===== src/rtl/btn_evt_pkg.sv =====
// Shared types for the button event controller: event kinds, queued event record
// and the per-button hold FSM states.
package btn_evt_pkg;

  typedef enum logic [1:0] {
    EVT_PRESS   = 2'd0,
    EVT_LONG    = 2'd1,
    EVT_REPEAT  = 2'd2,
    EVT_RELEASE = 2'd3
  } evt_kind_t;

  // Wide enough for any practical button count; the top narrows it to clog2(N_BTN).
  localparam int unsigned EVT_BTN_W = 8;

  typedef struct packed {
    logic [EVT_BTN_W-1:0] btn;
    evt_kind_t            kind;
  } evt_t;

  typedef enum logic [1:0] {
    ST_IDLE      = 2'd0,
    ST_PRESSED   = 2'd1,
    ST_LONG_HELD = 2'd2
  } hold_state_t;

endpackage


===== src/rtl/btn_hold_fsm.sv =====
// One button: press/long/repeat/release detection with a hold counter and a
// one-entry pending register that the arbiter drains via grant.
module btn_hold_fsm
  import btn_evt_pkg::*;
#(
  parameter int unsigned LONG_CYC   = 50_000_000,
  parameter int unsigned REPEAT_CYC = 10_000_000
) (
  input  logic      clk,
  input  logic      rst,
  input  logic      btn,
  input  logic      grant,
  output logic      pend_valid,
  output evt_kind_t pend_kind,
  output logic      held,
  output logic      drop
);

  localparam int unsigned CNT_MAX = (LONG_CYC > REPEAT_CYC) ? LONG_CYC : REPEAT_CYC;
  localparam int unsigned CNT_W   = $clog2(CNT_MAX);

  hold_state_t      state, state_next;
  logic [CNT_W-1:0] cnt, cnt_next;
  logic             emit;
  evt_kind_t        emit_kind;

  always_ff @(posedge clk) begin
    if (rst) begin
      state <= ST_IDLE;
      cnt   <= '0;
    end else begin
      state <= state_next;
      cnt   <= cnt_next;
    end
  end

  // Release is checked first so it wins over a threshold hit in the same cycle.
  always_comb begin
    state_next = state;
    cnt_next   = cnt;
    emit       = 1'b0;
    emit_kind  = EVT_PRESS;
    unique case (state)
      ST_IDLE: begin
        if (btn) begin
          state_next = ST_PRESSED;
          cnt_next   = '0;
          emit       = 1'b1;
          emit_kind  = EVT_PRESS;
        end
      end
      ST_PRESSED: begin
        if (!btn) begin
          state_next = ST_IDLE;
          cnt_next   = '0;
          emit       = 1'b1;
          emit_kind  = EVT_RELEASE;
        end else if (cnt == CNT_W'(LONG_CYC - 1)) begin
          state_next = ST_LONG_HELD;
          cnt_next   = '0;
          emit       = 1'b1;
          emit_kind  = EVT_LONG;
        end else begin
          cnt_next = cnt + CNT_W'(1);
        end
      end
      ST_LONG_HELD: begin
        if (!btn) begin
          state_next = ST_IDLE;
          cnt_next   = '0;
          emit       = 1'b1;
          emit_kind  = EVT_RELEASE;
        end else if (cnt == CNT_W'(REPEAT_CYC - 1)) begin
          cnt_next  = '0;
          emit      = 1'b1;
          emit_kind = EVT_REPEAT;
        end else begin
          cnt_next = cnt + CNT_W'(1);
        end
      end
      default: begin
        state_next = ST_IDLE;
        cnt_next   = '0;
      end
    endcase
  end

  // A grant in the same cycle frees the slot, so a new event may refill it.
  always_ff @(posedge clk) begin
    if (rst) begin
      pend_valid <= 1'b0;
      pend_kind  <= EVT_PRESS;
    end else if (emit && (!pend_valid || grant)) begin
      pend_valid <= 1'b1;
      pend_kind  <= emit_kind;
    end else if (grant) begin
      pend_valid <= 1'b0;
    end
  end

  assign drop = emit && pend_valid && !grant;
  assign held = (state != ST_IDLE);

endmodule


===== src/rtl/button_event_ctrl.sv =====
// Button event controller: per-button hold FSMs, round-robin arbiter and a
// first-word fall-through event queue with valid/ready output.
module button_event_ctrl
  import btn_evt_pkg::*;
#(
  parameter int unsigned N_BTN      = 4,
  parameter int unsigned LONG_CYC   = 50_000_000,
  parameter int unsigned REPEAT_CYC = 10_000_000,
  parameter int unsigned FIFO_DEPTH = 4
) (
  input  logic                     clk,
  input  logic                     rst,
  input  logic [N_BTN-1:0]         btn_state,
  output logic                     evt_valid,
  input  logic                     evt_ready,
  output logic [$clog2(N_BTN)-1:0] evt_btn,
  output logic [1:0]               evt_kind,
  output logic [N_BTN-1:0]         held,
  output logic                     overflow
);

  localparam int unsigned BTN_W = $clog2(N_BTN);
  localparam int unsigned PTR_W = $clog2(FIFO_DEPTH);
  localparam int unsigned CNT_W = $clog2(FIFO_DEPTH + 1);

  logic [N_BTN-1:0] pend_valid;
  evt_kind_t        pend_kind [N_BTN];
  logic [N_BTN-1:0] grant;
  logic [N_BTN-1:0] drop;

  for (genvar i = 0; i < N_BTN; i++) begin : g_btn
    btn_hold_fsm #(
      .LONG_CYC  (LONG_CYC),
      .REPEAT_CYC(REPEAT_CYC)
    ) u_fsm (
      .clk       (clk),
      .rst       (rst),
      .btn       (btn_state[i]),
      .grant     (grant[i]),
      .pend_valid(pend_valid[i]),
      .pend_kind (pend_kind[i]),
      .held      (held[i]),
      .drop      (drop[i])
    );
  end

  evt_t             mem [FIFO_DEPTH];
  logic [PTR_W-1:0] wr_ptr, rd_ptr;
  logic [CNT_W-1:0] count;
  logic [BTN_W-1:0] rr_ptr;
  logic [BTN_W-1:0] grant_idx;
  logic             grant_any, push, pop, full;
  evt_t             entry, head;

  assign full      = (count == CNT_W'(FIFO_DEPTH));
  assign evt_valid = (count != '0);
  assign pop       = evt_valid && evt_ready;

  // Search starts at rr_ptr, the index after the most recent grant.
  always_comb begin
    int unsigned j;
    j         = 0;
    grant_any = 1'b0;
    grant_idx = '0;
    for (int unsigned k = 0; k < N_BTN; k++) begin
      j = (32'(rr_ptr) + k) % N_BTN;
      if (!grant_any && pend_valid[BTN_W'(j)]) begin
        grant_any = 1'b1;
        grant_idx = BTN_W'(j);
      end
    end
  end

  assign push       = grant_any && (!full || pop);
  assign grant      = push ? (N_BTN'(1) << grant_idx) : '0;
  assign entry.btn  = EVT_BTN_W'(grant_idx);
  assign entry.kind = pend_kind[grant_idx];

  always_ff @(posedge clk) begin
    if (push) mem[wr_ptr] <= entry;
  end

  always_ff @(posedge clk) begin
    if (rst) begin
      wr_ptr   <= '0;
      rd_ptr   <= '0;
      count    <= '0;
      rr_ptr   <= '0;
      overflow <= 1'b0;
    end else begin
      if (push) begin
        wr_ptr <= wr_ptr + PTR_W'(1);
        rr_ptr <= (grant_idx == BTN_W'(N_BTN - 1)) ? '0 : grant_idx + BTN_W'(1);
      end
      if (pop) rd_ptr <= rd_ptr + PTR_W'(1);
      unique case ({push, pop})
        2'b10:   count <= count + CNT_W'(1);
        2'b01:   count <= count - CNT_W'(1);
        default: count <= count;
      endcase
      if (|drop) overflow <= 1'b1;
    end
  end

  assign head     = mem[rd_ptr];
  assign evt_btn  = evt_valid ? head.btn[BTN_W-1:0] : '0;
  assign evt_kind = evt_valid ? head.kind : EVT_PRESS;

  logic unused_head_btn;
  assign unused_head_btn = ^head.btn;

endmodule


===== config.mk =====
export PLATFORM = sky130hd
export DESIGN_NAME = button_event_ctrl
export DESIGN_NICKNAME = d
export VERILOG_FILES = /design/src/rtl/btn_evt_pkg.sv /design/src/rtl/btn_hold_fsm.sv /design/src/rtl/button_event_ctrl.sv
export SDC_FILE = /design/constraint.sdc
export NUM_CORES = 1
export LEC_CHECK = 0
export CAP_MARGIN = 40
export CELL_PAD_IN_SITES_DETAIL_PLACEMENT = 1
export CELL_PAD_IN_SITES_GLOBAL_PLACEMENT = 1
export CORE_ASPECT_RATIO = 0.7
export CORE_MARGIN = 1
export CORE_UTILIZATION = 50
export CTS_BUF_LIST = sky130_fd_sc_hd__clkbuf_8
export DETAILED_ROUTE_END_ITERATION = 8
export GPL_TIMING_DRIVEN = 1
export PLACE_DENSITY = 0.94
export SETUP_SLACK_MARGIN = 0.2
export SYNTH_ARGS = -nofsm -noshare
export SYNTH_HDL_FRONTEND = slang
export SYNTH_SLANG_ARGS = --single-unit

===== constraint.sdc =====
create_clock -name clk -period 5.2 [get_ports clk]
set_clock_uncertainty 0.1 [all_clocks]
set_input_delay 1.04 -clock clk [delete_from_list [all_inputs] [get_ports clk]]
set_output_delay 1.04 -clock clk [all_outputs]
set_load 0.01 [all_outputs]

== After elaboration in Yosys (flattened, before gate mapping) ==
Memory sizes are Yosys's and may differ from the RTL's. A register that Yosys moved wholly into a read port is not among the register bits.
Cells that the tools add are included.
W data, S select, Z words.

* Equal/unequal tests: 32
* Multiplexer cells: 124
* $add $sub $neg: 12
* $lt $le $gt $ge: 5
* Shift-type cells: 1
* Bitwise gates (word level): 1
* Reduce and logical (&&, ||, !) cells: 53

{| class="wikitable"
|+ Operators by type and width
! cell !! count
|-
| $mux W26 || 20
|-
| $pmux W26 S3 || 4
|-
| $add A26 B1 Y26 const B || 4
|-
| $eq A26 B24 Y1 const B || 4
|-
| $eq A26 B26 Y1 const B || 4
|-
| $mux W2 || 39
|-
| $mux W1 || 42
|-
| $pmux W2 S3 || 4
|-
| $reduce_bool A2 Y1 || 9
|-
| $logic_and A1 B1 Y1 || 17
|-
| $ne A2 B2 Y1 const B || 8
|-
| $pmux W2 S2 || 4
|-
| $eq A2 B2 Y1 const B || 6
|-
| $logic_not A1 Y1 || 12
|-
| $lt A2 B3 Y1 const B || 4
|-
| $ne A3 B2 Y1 const B || 4
|-
| $pmux W1 S3 || 4
|-
| $reduce_and A3 Y1 || 4
|-
| $eq A2 B1 Y1 const B || 5
|-
| $add A2 B1 Y2 const B || 4
|-
| $bmux W1 S2 || 4
|-
| $logic_not A2 Y1 || 4
|-
| $pmux W3 S2 || 1
|-
| $logic_or A1 B1 Y1 || 5
|-
| 11 further kinds || 12
|}

* Bits of input ports: 7
* Memories: 1
* Word-level logic and storage cells: 250
* RAM bits: 16
* Output and inout port bits: 10
* Register bits: 134

{| class="wikitable"
|+ Memories
! memory !! words !! width !! rd ports !! clocked after Yosys merged registers in !! write ports !! line !! text
|-
| mem || 4 || 4 || 1 || 1 || 1 || button_event_ctrl.sv:47 || <nowiki>evt_t mem [FIFO_DEPTH];</nowiki>
|}

== Logic depth before layout (Yosys ltp) ==
* Depth after elaboration: 17
* Mapped depth: 10
* Gate-level depth less buffers: 10

== Cells and area by module ==
From an unflattened synthesis, not the netlist that was laid out.

* Cell total of the unflattened synthesis: 1,017
* Area, all modules: 8,718.4 um^2

{| class="wikitable"
|+ Modules (own cells, without submodules)
! module !! seq. area each (um^2) !! area an instance (um^2) !! cells an instance !! times used
|-
| btn_hold_fsm || 620.6 || 1,826.8 || 226 || 4
|-
| button_event_ctrl || 720.7 || 1,411.4 || 113 || 1
|}

== Worst setup path after synthesis ==
Ideal clock, no wire load.

* Kind: input to register
* From: input btn_state[0]
* To: register g_btn[0].u_fsm.cnt[24]
* Stages on the path: 7
* Buffers on the path: 1
* Required time: 4.972 ns
* Arrival time: 2.519 ns
* Setup time: 0.128 ns
* Setup slack: 2.454 ns
* Cell sequence: buf_2 nand2b_1 nand3_1 or4_1 nor4_1 xnor2_1 nor2_1

* Word-level cells in the longest chain between the ends: 2

{| class="wikitable"
|+ RTL lines
! element !! line !! text
|-
| start, declared || button_event_ctrl.sv:13 || <nowiki>input logic [N_BTN-1:0] btn_state,</nowiki>
|-
| $mux W26 (on tied branches) || btn_hold_fsm.sv:68, btn_hold_fsm.sv:53 ||
|-
| $pmux W26 S3 || btn_hold_fsm.sv:43 || <nowiki>unique case (state)</nowiki>
|-
| end signal, assigned || btn_hold_fsm.sv:33 || <nowiki>cnt <= cnt_next;</nowiki>
|-
| end, declared || btn_hold_fsm.sv:23 || <nowiki>logic [CNT_W-1:0] cnt, cnt_next;</nowiki>
|}

Several ways; a longest one is shown, not always the timed one.
A chain may end at the register's enable or synchronous reset.

== Worst setup path in the final report ==
* From: input btn_state[1]
* To: register g_btn[1].u_fsm.cnt[13]

* Word-level cells in the longest chain between the ends: 2

{| class="wikitable"
|+ RTL lines
! element !! line
|-
| $mux W26 (on tied branches) || btn_hold_fsm.sv:68, btn_hold_fsm.sv:53
|-
| $pmux W26 S3 || btn_hold_fsm.sv:43
|-
| end signal, assigned || btn_hold_fsm.sv:33
|-
| end, declared || btn_hold_fsm.sv:23
|}

Several ways; a longest one is shown, not always the timed one.

==> metrics.txt <==
Worst VDD drop=159 uV; number of remaining DRC errors=0; Synth Area in Simple Gates=27.1%; Post-Syn Instances=approximately 980; post-CTS sizing=0; sequential share of the synthesized area=between 30% and 40%; maximum fanout along the worst path=26; cell chosen for the clock root=clkbuf_8; CTS tree=yes; post-synthesis sequential element count=between 150 and 200; critical path arrival=~3.8 ns; cell family with most CP delay=compound AO/OA/AOI/OAI gates; largest net degree at the start of global routing=29; drt first-iter violations=654; Main synth FF type=dfxtp_1; worst-margin pin slew=around 1.0 ns; placed insts=between 1k and 1.5k; Critical Path RT=about 5.5 ns; via count=7360; xor/xnor cell area share of the yosys netlist=about 3.9%; Syn Area/Cell=~8.4 um^2; global-route wire length before repair=between 30000 and 40000 um; n_diodes=0; slowest stage cell, crit path=or2_1; Synth Warn #=0; Crit Path Category=in2reg; Initial Util=52.2%; Compound-Gate Fraction of Synth Area=roughly 18%; adder-cell share of the synthesized area=about 4.5%; max cap viols=0; Setup TNS=0 ns; crit path cell chain=clkdlybuf4s50_1, nand2_1, a2111oi_0, or2_1, o21ai_0, a31oi_1; mapped cell area=8240 um^2; largest family of logic cells by synthesized area=simple AND/OR/NAND/NOR gates; layout cells sized above 1=approximately 7.2%; Final Max Slew Viols=0; # setup viols final=0; Core Area=15800 um^2; pwr/cell area=approximately 320 nW/um^2; # port buffers=16; CTS sink count=roughly 150; WL final=~23000 um; die width=roughly 160 um; hold_buf cts=0; Pleak=around 3.1 nW; non-filler cells, final=between 1k and 1.5k; Clk Latency, worst-skew pair=around 0.47 ns; number of buffers and inverters on the critical path=1; Mapped Nets=about 1k; Antenna Nets Post-Route=0; crit share post-route=between 60% and 70%; worst min path class=reg2reg; drt pass-1 iters=5; Largest stage delay, worst path=0.77 ns; post-layout min period=3.47 ns; Post-layout nets=around 1.0k; Hold Vio Cnt, Final=0; clock slew at reported path FFs=around 0.09 ns; Die Area=around 17000 um^2; Yosys cell types=just under 80; die height=109 um; Final Wtd Congestion=0.826; FFs w/ async S/R, synth=0%; Post-CTS Setup Inserts=0; CTS HTree Levels=4; final global-route overflow total=0; outcome=complete, no violations; normalized max-slew margin=a little under a third; initial antenna violation count=0; multiplexer share of the synthesized area=just over 3%; vias in the first global route=~7.5k; GRT Total Usage=approximately 28%; CTS buffer count=17; critical path endpoint category=flip-flop; RSZ-0062 raised after global routing=no; DR vias/cell=~6.0; routed len/inst=between 15 and 20 um; clk buf depth=2; startpoint class of the critical path=input port; Post-synth EDFFs=16; Highest Clock Rate=about 290 MHz; standard-cell rows=38; hpwl dp=around 16000 um; Layout area overhead=8.06%; IO Pins=17
==> cell usage after synthesis, types with 21 or more instances <==
master	number	area share, %
inv_1	51	2.3
o21ai_0	52	3.2
ha_1	28	4.3
nand4_1	30	2.3
nor2_1	96	4.4
and3_1	21	1.6
a21oi_1	55	3.3
clkbuf_1	23	1.0
xnor2_1	21	2.2
dfxtp_1	136	33
nand2_1	98	4.5
nand3_1	50	3.0
a31oi_1	35	2.7
==> through the flow <==
stage          utilization, %  worst slack [ns]  power, mW  instance area [um^2]  hold slack (ns)
6_report                 56.4              1.73       2.86                  8900            0.384
5_1_grt                  56.4              1.46       2.99                  8900            0.408
4_1_cts                  56.4              1.79       2.87                  8900            0.383
3_5_place_dp             54.2              1.30       2.04                  8550            0.369
3_3_place_gp             54.1              1.57       1.97                  8540            0.363
2_1_floorplan               -              2.45       1.80                  8240            0.333
==> final timing paths <==
check                                end  depth (start not counted)                   startpoint  slack (ns)
max               g_btn[1].u_fsm.cnt[13]                          6                 btn_state[1]        1.73
min          g_btn[2].u_fsm.pend_kind[0]                          2  g_btn[2].u_fsm.pend_kind[0]        0.38
max reg2reg       g_btn[3].u_fsm.cnt[18]                          8        g_btn[3].u_fsm.cnt[0]        2.12
min reg2reg  g_btn[2].u_fsm.pend_kind[0]                          2  g_btn[2].u_fsm.pend_kind[0]        0.38
==> report_power, final <==
part | total [mW] | switching (mW) | internal [mW]
registers | 1.36 | 0.0707 | 1.29
logic | 0.652 | 0.374 | 0.277
clock network | 0.840 | 0.501 | 0.339
==> layer usage <==
metal | track usage, % | wire length (um)
met1 | 36.6 | 10900
met5 | 0 | 0
met2 | 46.8 | 10600
met3 | 4.61 | 739
met4 | 9.17 | 326
==> final cells by class <==
cell class	count	area, um^2
Clock inverter	15	116
Tap cell	220	275
Timing Repair Buffer	25	226
Sequential cell	152	3200
Multi-Input combinational cell	737	4660
Inverter	51	191
Clock buffer	17	234
Fill cell	1899	6880
==> flip-flops by register name, indices dropped and copies added (netlist names), named ones only <==
| signal | cells |
|---|---|
| g_btn.u_fsm.pend_kind | 8 |
| g_btn.u_fsm.state | 8 |
| g_btn.u_fsm.pend_valid | 4 |
| wr_ptr | 2 |
| count | 3 |
| rd_ptr | 2 |
| rr_ptr | 2 |
| overflow | 1 |
| g_btn.u_fsm.cnt | 104 |
| mem | 16 |
==> worst min-delay path, stage by stage (launching register included) <==
cell and delay (ns):
dfxtp_1 0.34, nand2_1 0.06, a21oi_1 0.05
==> layout by cell type (no fill, tap or decap), types with 28 or more instances in the layout <==
cell type and instances:
nor2_1 96, nand2_1 98, nand3_1 50, inv_1 52, a21oi_1 54, nand4_1 30, dfxtp_1 136, ha_1 28
o21ai_0 52, a31oi_1 35
==> logic make-up (layout without fill, tap and decap cells) <==
kind of cell             after synthesis  in the layout
AND/OR/NAND/NOR                      425            425
AO/OA/AOI/OAI                        226            226
flip-flops                           152            152
buffers and inverters                 90            108
XOR/XNOR                              37             37
adder cells (fa/ha/maj)               29             29
multiplexers                          20             20
No activity file was read; power rests on OpenSTA's default activity.
